===== config.mk =====
export PLATFORM = sky130hd
export DESIGN_NAME = regfile_access_arbiter
export DESIGN_NICKNAME = d
export VERILOG_FILES = /design/src/rtl/regfile_access_arbiter.sv
export SDC_FILE = /design/constraint.sdc
export NUM_CORES = 1
export LEC_CHECK = 0
export ABC_AREA = 1
export CORE_ASPECT_RATIO = 1.75
export CORE_UTILIZATION = 44
export CTS_CLUSTER_SIZE = 20
export DETAILED_ROUTE_END_ITERATION = 16
export PLACE_DENSITY = 0.9
export SYNTH_ARGS = -nofsm -noshare
export SYNTH_HDL_FRONTEND = slang
export SYNTH_SLANG_ARGS = --single-unit

===== constraint.sdc =====
create_clock -name clk -period 2.1 [get_ports clk]
set_clock_uncertainty 0.2 [all_clocks]
set_input_delay 0.525 -clock clk [delete_from_list [all_inputs] [get_ports clk]]
set_output_delay 0.525 -clock clk [all_outputs]
set_load 0.02 [all_outputs]

===== src/rtl/regfile_access_arbiter.sv =====
// rtl/regfile_access_arbiter.sv - two-port round-robin access arbiter/sequencer for a one-bit-cell register file
// Optional bus-lock arbitration enabled by defining REGFILE_ARB_LOCK_EN.
module regfile_access_arbiter #(
    parameter int DEPTH  = 8,
    parameter int WIDTH  = 8,
    parameter int ADDR_W = 3
) (
    input  logic              clk,
    input  logic              reset_n,
    input  logic              req0_valid,
    output logic              req0_ready,
    input  logic              req0_we,
    input  logic [ADDR_W-1:0] req0_addr,
    input  logic [WIDTH-1:0]  req0_wdata,
    input  logic              req1_valid,
    output logic              req1_ready,
    input  logic              req1_we,
    input  logic [ADDR_W-1:0] req1_addr,
    input  logic [WIDTH-1:0]  req1_wdata,
`ifdef REGFILE_ARB_LOCK_EN
    input  logic              req0_lock,
    input  logic              req1_lock,
`endif
    output logic              rsp0_valid,
    output logic [WIDTH-1:0]  rsp0_rdata,
    output logic              rsp0_err,
    output logic              rsp1_valid,
    output logic [WIDTH-1:0]  rsp1_rdata,
    output logic              rsp1_err,
    output logic [DEPTH-1:0]  rf_sel,
    output logic              rf_read,
    output logic              rf_write,
    output logic [WIDTH-1:0]  rf_wdata,
    input  logic [WIDTH-1:0]  rf_rdata
);

    // last_grant: 1 means port 1 was granted most recently
    logic              last_grant;
    logic              elig0, elig1;
    logic              accept, acc_port, acc_we, acc_err;
    logic [ADDR_W-1:0] acc_addr;
    logic [WIDTH-1:0]  acc_wdata;
    logic [DEPTH-1:0]  sel_next;

    logic              iss_port, iss_err;
    logic              cap_valid, cap_port, cap_err;

`ifdef REGFILE_ARB_LOCK_EN
    logic owner_valid, owner;
    logic acc_lock;

    assign elig0    = req0_valid && (!owner_valid || !owner);
    assign elig1    = req1_valid && (!owner_valid || owner);
    assign acc_lock = acc_port ? req1_lock : req0_lock;

    always_ff @(posedge clk or negedge reset_n) begin
        if (!reset_n) begin
            owner_valid <= 1'b0;
            owner       <= 1'b0;
        end else if (accept) begin
            if (acc_lock) begin
                owner_valid <= 1'b1;
                owner       <= acc_port;
            end else begin
                // only the owner can be granted while locked, so this ends the sequence
                owner_valid <= 1'b0;
            end
        end
    end
`else
    assign elig0 = req0_valid;
    assign elig1 = req1_valid;
`endif

    assign req0_ready = elig0 && (!elig1 || last_grant);
    assign req1_ready = elig1 && (!elig0 || !last_grant);

    assign accept    = req0_ready || req1_ready;
    assign acc_port  = req1_ready;
    assign acc_we    = acc_port ? req1_we    : req0_we;
    assign acc_addr  = acc_port ? req1_addr  : req0_addr;
    assign acc_wdata = acc_port ? req1_wdata : req0_wdata;
    assign acc_err   = 32'(acc_addr) >= DEPTH;

    always_comb begin
        sel_next = '0;
        for (int i = 0; i < DEPTH; i++) begin
            if (accept && !acc_err && (acc_addr == ADDR_W'(i))) begin
                sel_next[i] = 1'b1;
            end
        end
    end

    // Issue stage: drive the array strobes the cycle after accept
    always_ff @(posedge clk or negedge reset_n) begin
        if (!reset_n) begin
            last_grant <= 1'b1;
            rf_sel     <= '0;
            rf_read    <= 1'b0;
            rf_write   <= 1'b0;
            rf_wdata   <= '0;
            iss_port   <= 1'b0;
            iss_err    <= 1'b0;
        end else begin
            rf_sel   <= sel_next;
            rf_read  <= accept && !acc_we;
            rf_write <= accept && acc_we;
            if (accept) begin
                last_grant <= acc_port;
                rf_wdata   <= acc_wdata;
                iss_port   <= acc_port;
                iss_err    <= acc_err;
            end
        end
    end

    // Wait stage: tracks the read whose data the array presents this cycle
    always_ff @(posedge clk or negedge reset_n) begin
        if (!reset_n) begin
            cap_valid <= 1'b0;
            cap_port  <= 1'b0;
            cap_err   <= 1'b0;
        end else begin
            cap_valid <= rf_read;
            cap_port  <= iss_port;
            cap_err   <= iss_err;
        end
    end

    // Capture stage: rf_rdata is only sampled here, so unselected X never escapes
    always_ff @(posedge clk or negedge reset_n) begin
        if (!reset_n) begin
            rsp0_valid <= 1'b0;
            rsp0_rdata <= '0;
            rsp0_err   <= 1'b0;
            rsp1_valid <= 1'b0;
            rsp1_rdata <= '0;
            rsp1_err   <= 1'b0;
        end else begin
            rsp0_valid <= cap_valid && !cap_port;
            rsp1_valid <= cap_valid && cap_port;
            if (cap_valid && !cap_port) begin
                rsp0_rdata <= cap_err ? '0 : rf_rdata;
                rsp0_err   <= cap_err;
            end
            if (cap_valid && cap_port) begin
                rsp1_rdata <= cap_err ? '0 : rf_rdata;
                rsp1_err   <= cap_err;
            end
        end
    end

endmodule


After elaboration in Yosys (flattened, before gate mapping)
Cells that the tools add are included.
{"block": "op_classes", "reduce_logical": 23, "eq_ne": 7, "mux": 11}
{"cell": "1-bit logical AND", "n": 14}
{"cell": "3-bit equality test, second input constant", "n": 4}
{"cell": "1-bit two-way mux", "n": 9}
{"cell": "8-bit two-way mux", "n": 1}
{"cell": "3-bit by 2-bit equality test with 1-bit output, second input constant", "n": 2}
{"cell": "1-bit logical NOT", "n": 5}
{"cell": "3-bit by 1-bit equality test with 1-bit output, second input constant", "n": 1}
{"cell": "3-bit logical NOT", "n": 1}
{"cell": "1-bit logical OR", "n": 3}
{"cell": "3-bit two-way mux", "n": 1}
{"block": "totals", "word_cells": 53, "out_inout_bits": 40, "register_bits": 40}

Longest topological paths before layout
{"block": "logic_depth", "word_depth": 7, "mapped_depth": 7, "depth_no_buf": 6}

Worst setup path after synthesis
Ideal clock, no wire load.
{"block": "synth_timing", "path_kind": "in2out", "startpoint": "in req0_valid", "endpoint": "out req0_ready", "setup_slack_ns": 0.258, "n_path_buf": 1, "path_stages": 3, "arrival_ns": 1.117, "t_required_ns": 1.375, "path_cell_list": "buf_2 -> inv_2 -> a21oi_1"}
{"block": "synth_between", "elab_chain_len": 1}
{"element": "from (decl)", "line_no": "10", "rtl": "input logic req0_valid,"}
{"element": "1-bit logical AND", "line_no": "75", "rtl": "assign req0_ready = elig0 && (!elig1 || last_grant);"}
{"element": "to (decl)", "line_no": "11", "rtl": "output logic req0_ready,"}
No other way between the ends.

Worst setup path after layout
{"block": "layout_timing", "startpoint": "reg rf_wdata[3]", "endpoint": "out rf_wdata[3]"}
{"element": "from (decl)", "line_no": "33", "rtl": "output logic [WIDTH-1:0] rf_wdata,"}
{"element": "from (signal assigned)", "line_no": "110", "rtl": "rf_wdata <= acc_wdata;"}
No word-level cell between the ends.

==> out/metrics.yaml <==
status: "finished clean"
crit_type: "reg -> out"
area_growth_pct: 51.4
clock.fmax_mhz: 500
num_rows: 29
start_util: 0.465
rsz0062_at_grt: "no"
fp.dieH_um: 84.3
slowest_stage: "clkdlybuf4s50_1"
drv_cap: 0
routed_wl_mm: 3.42
synth_top_area_cell: "dfrtp_1"
cts-root-buf: "clkbuf_8"
final_cell_mix: "clkdlybuf4s50_1, nand2_1, dfrtp_1"
crit_arrival_ns: 1.28
setup-violations-final: 0
fp.dieW_um: 49.0
cp_num_buf_inv: 1
ir_worst_vdd_v: 0.000539
cts_setup_buffers: 0
powerDensity_mw_per_mm2: 864
yosysSeqAreaShare: 0.588
synth_cells: 188
cts_tree: "yes"
synth.area.top_cells: "dfrtp_1, nand2_1, o21ai_2"
via_count: 1455
final_nets: 305
avgSynthCellArea_um2: 9.06
cp_cell_sequence: "clkdlybuf4s50_1"
hpwlAfterDp_mm: 2.74
grt_max_degree: 41
hold_ws_ns: 0.178
avgRoutedWirePerCell_um: 10.8
max_stage_delay_ns: 0.63
path_clk_slew_ns: 0.07
cts_max_path_buffers: 2
grt_usage: 0.191
finalMaxSlewViolations: 0
ant_nets: 0
min_period_ns: 2.00
cts_buffers: 5
drcViolationCount: 0
ios: 76
insertion_delay_ns: 0.28
max_slew.worst_pin.slew_ns: 0.686
cts.sinks: 40
hold_viol: 0
die_area_mm2: 0.00414
io_buffer_count: 73
diodes: 0
finalWeightedCongestion: 0.750
mostFrequentLayoutCell: "clkdlybuf4s50_1"
relSlewSlack: 0.542
yosysWarnings: 0
core_mm2: 0.00366
synthDistinctLibCells: 23
grt_pass1_vias: 1447
cp-start-kind: "register"
grt_pass1_wl_mm: 5.99
netlist_area_mm2: 0.00170
htree_levels: 2
hp-class: "reg -> reg"
grt_remaining_overflow: 0
drive_above_1_share: 0.133
crit_fanout: 2
yosysTopAreaCellShare: 0.573
power.total_w: 0.00223
vias_per_cell: 4.60
path_delay_family: "buffers and inverters"
cp.required_ns: 1.37
fin_crit_sh: 0.953
p_leak_nw: 1.28
critical_path.endpoint_type: "primary output"
antenna_found_initial: 0
drt_iter0_markers: 28
ys_ff_latch: 40
dr.pass1.iters: 4
[final timing paths]
kind                                         start                   endpoint  slack, ns  cells after the start
min reg2reg                      rf_read$_DFF_PN0_        cap_valid$_DFF_PN0_       0.18                      0
min in group asynchronous                  reset_n  rsp0_rdata[2]$_DFFE_PN0P_       0.54                      3
min                              rf_read$_DFF_PN0_        cap_valid$_DFF_PN0_       0.18                      0
max in group asynchronous                  reset_n     last_grant$_DFFE_PN1P_       0.91                      3
max reg2reg                 last_grant$_DFFE_PN1P_        rf_sel[1]$_DFF_PN0_       0.54                      7
max                        rf_wdata[3]$_DFFE_PN0P_                rf_wdata[3]        0.1                      1
[timing repair]
item	CTS	global route
resized for setup	9	0
hold buffers	1	0
setup endpoints to repair	2	0
endpoints found under the hold margin	10	0
[metal layers]
layer	share of wire	global-route usage
met5	0	0
met1	0.34	0.181
met4	0.028	0.107
met3	0.034	0.0417
met2	0.59	0.365
[through the flow]
stage,utilization,TNS (ns),area (um^2),std cells,worst slack (ns)
finish,0.704,0,2580,316,0.0984
global route,0.704,0,2580,316,0.0584
CTS,0.704,0,2580,316,0.0862
detailed placement,0.678,-0.958,2480,307,-0.522
global placement,0.678,-0.899,2480,307,-0.486
floorplan,-,0,1710,189,0.258
[registers in the layout (all words and copies together) (netlist names)]
signal	flops
rsp0_rdata	8
cap_port	1
iss_port	1
rf_sel	8
rf_read	1
rsp1_valid	1
rf_write	1
last_grant	1
cap_valid	1
rsp0_valid	1
rf_wdata	8
rsp1_rdata	8
[logic make-up (layout without fill, tap and decap cells)]
family	count (synthesis)	after routing	share of synthesized area
and+or+nand+nor	89	89	0.217
AOI/OAI and AO/OA	27	27	0.0969
buffers and inverters	31	112	0.0954
DFF	40	40	0.588
other	1	2	0.00220
[final cells by class]
class                      count  area [um^2]
clock inverter                 2         10.0
timing repair buffer          82          802
tap                           46         57.6
multi-input combinational    118          543
clock buffer                   6         82.6
inverter                      22         82.6
sequential                    40         1000
fill                         303         1080
[report_power, final]
| part | internal, W | switching [W] | total, W |
|---|---|---|---|
| registers | 0.000908 | 0.0000682 | 0.000976 |
| clock network | 0.000262 | 0.000239 | 0.000501 |
| logic | 0.000366 | 0.000387 | 0.000753 |
| total | 0.00154 | 0.000694 | 0.00223 |
[synthesized netlist by cell type]
cell and number:
a21oi_1 1, and2_1 1, buf_2 1, buf_4 3, buf_6 3, buf_8 1, clkbuf_1 1, conb_1 1
dfrtp_1 39, dfstp_2 1, inv_1 18, inv_2 4, nand2_1 64, nand2_2 2, nand2_4 1, nand3_1 7
nand3_2 1, nand3b_1 1, nor2_1 11, o21ai_0 13, o21ai_1 5, o21ai_2 8, or2_1 1
Power figures use the tool's default switching activity.
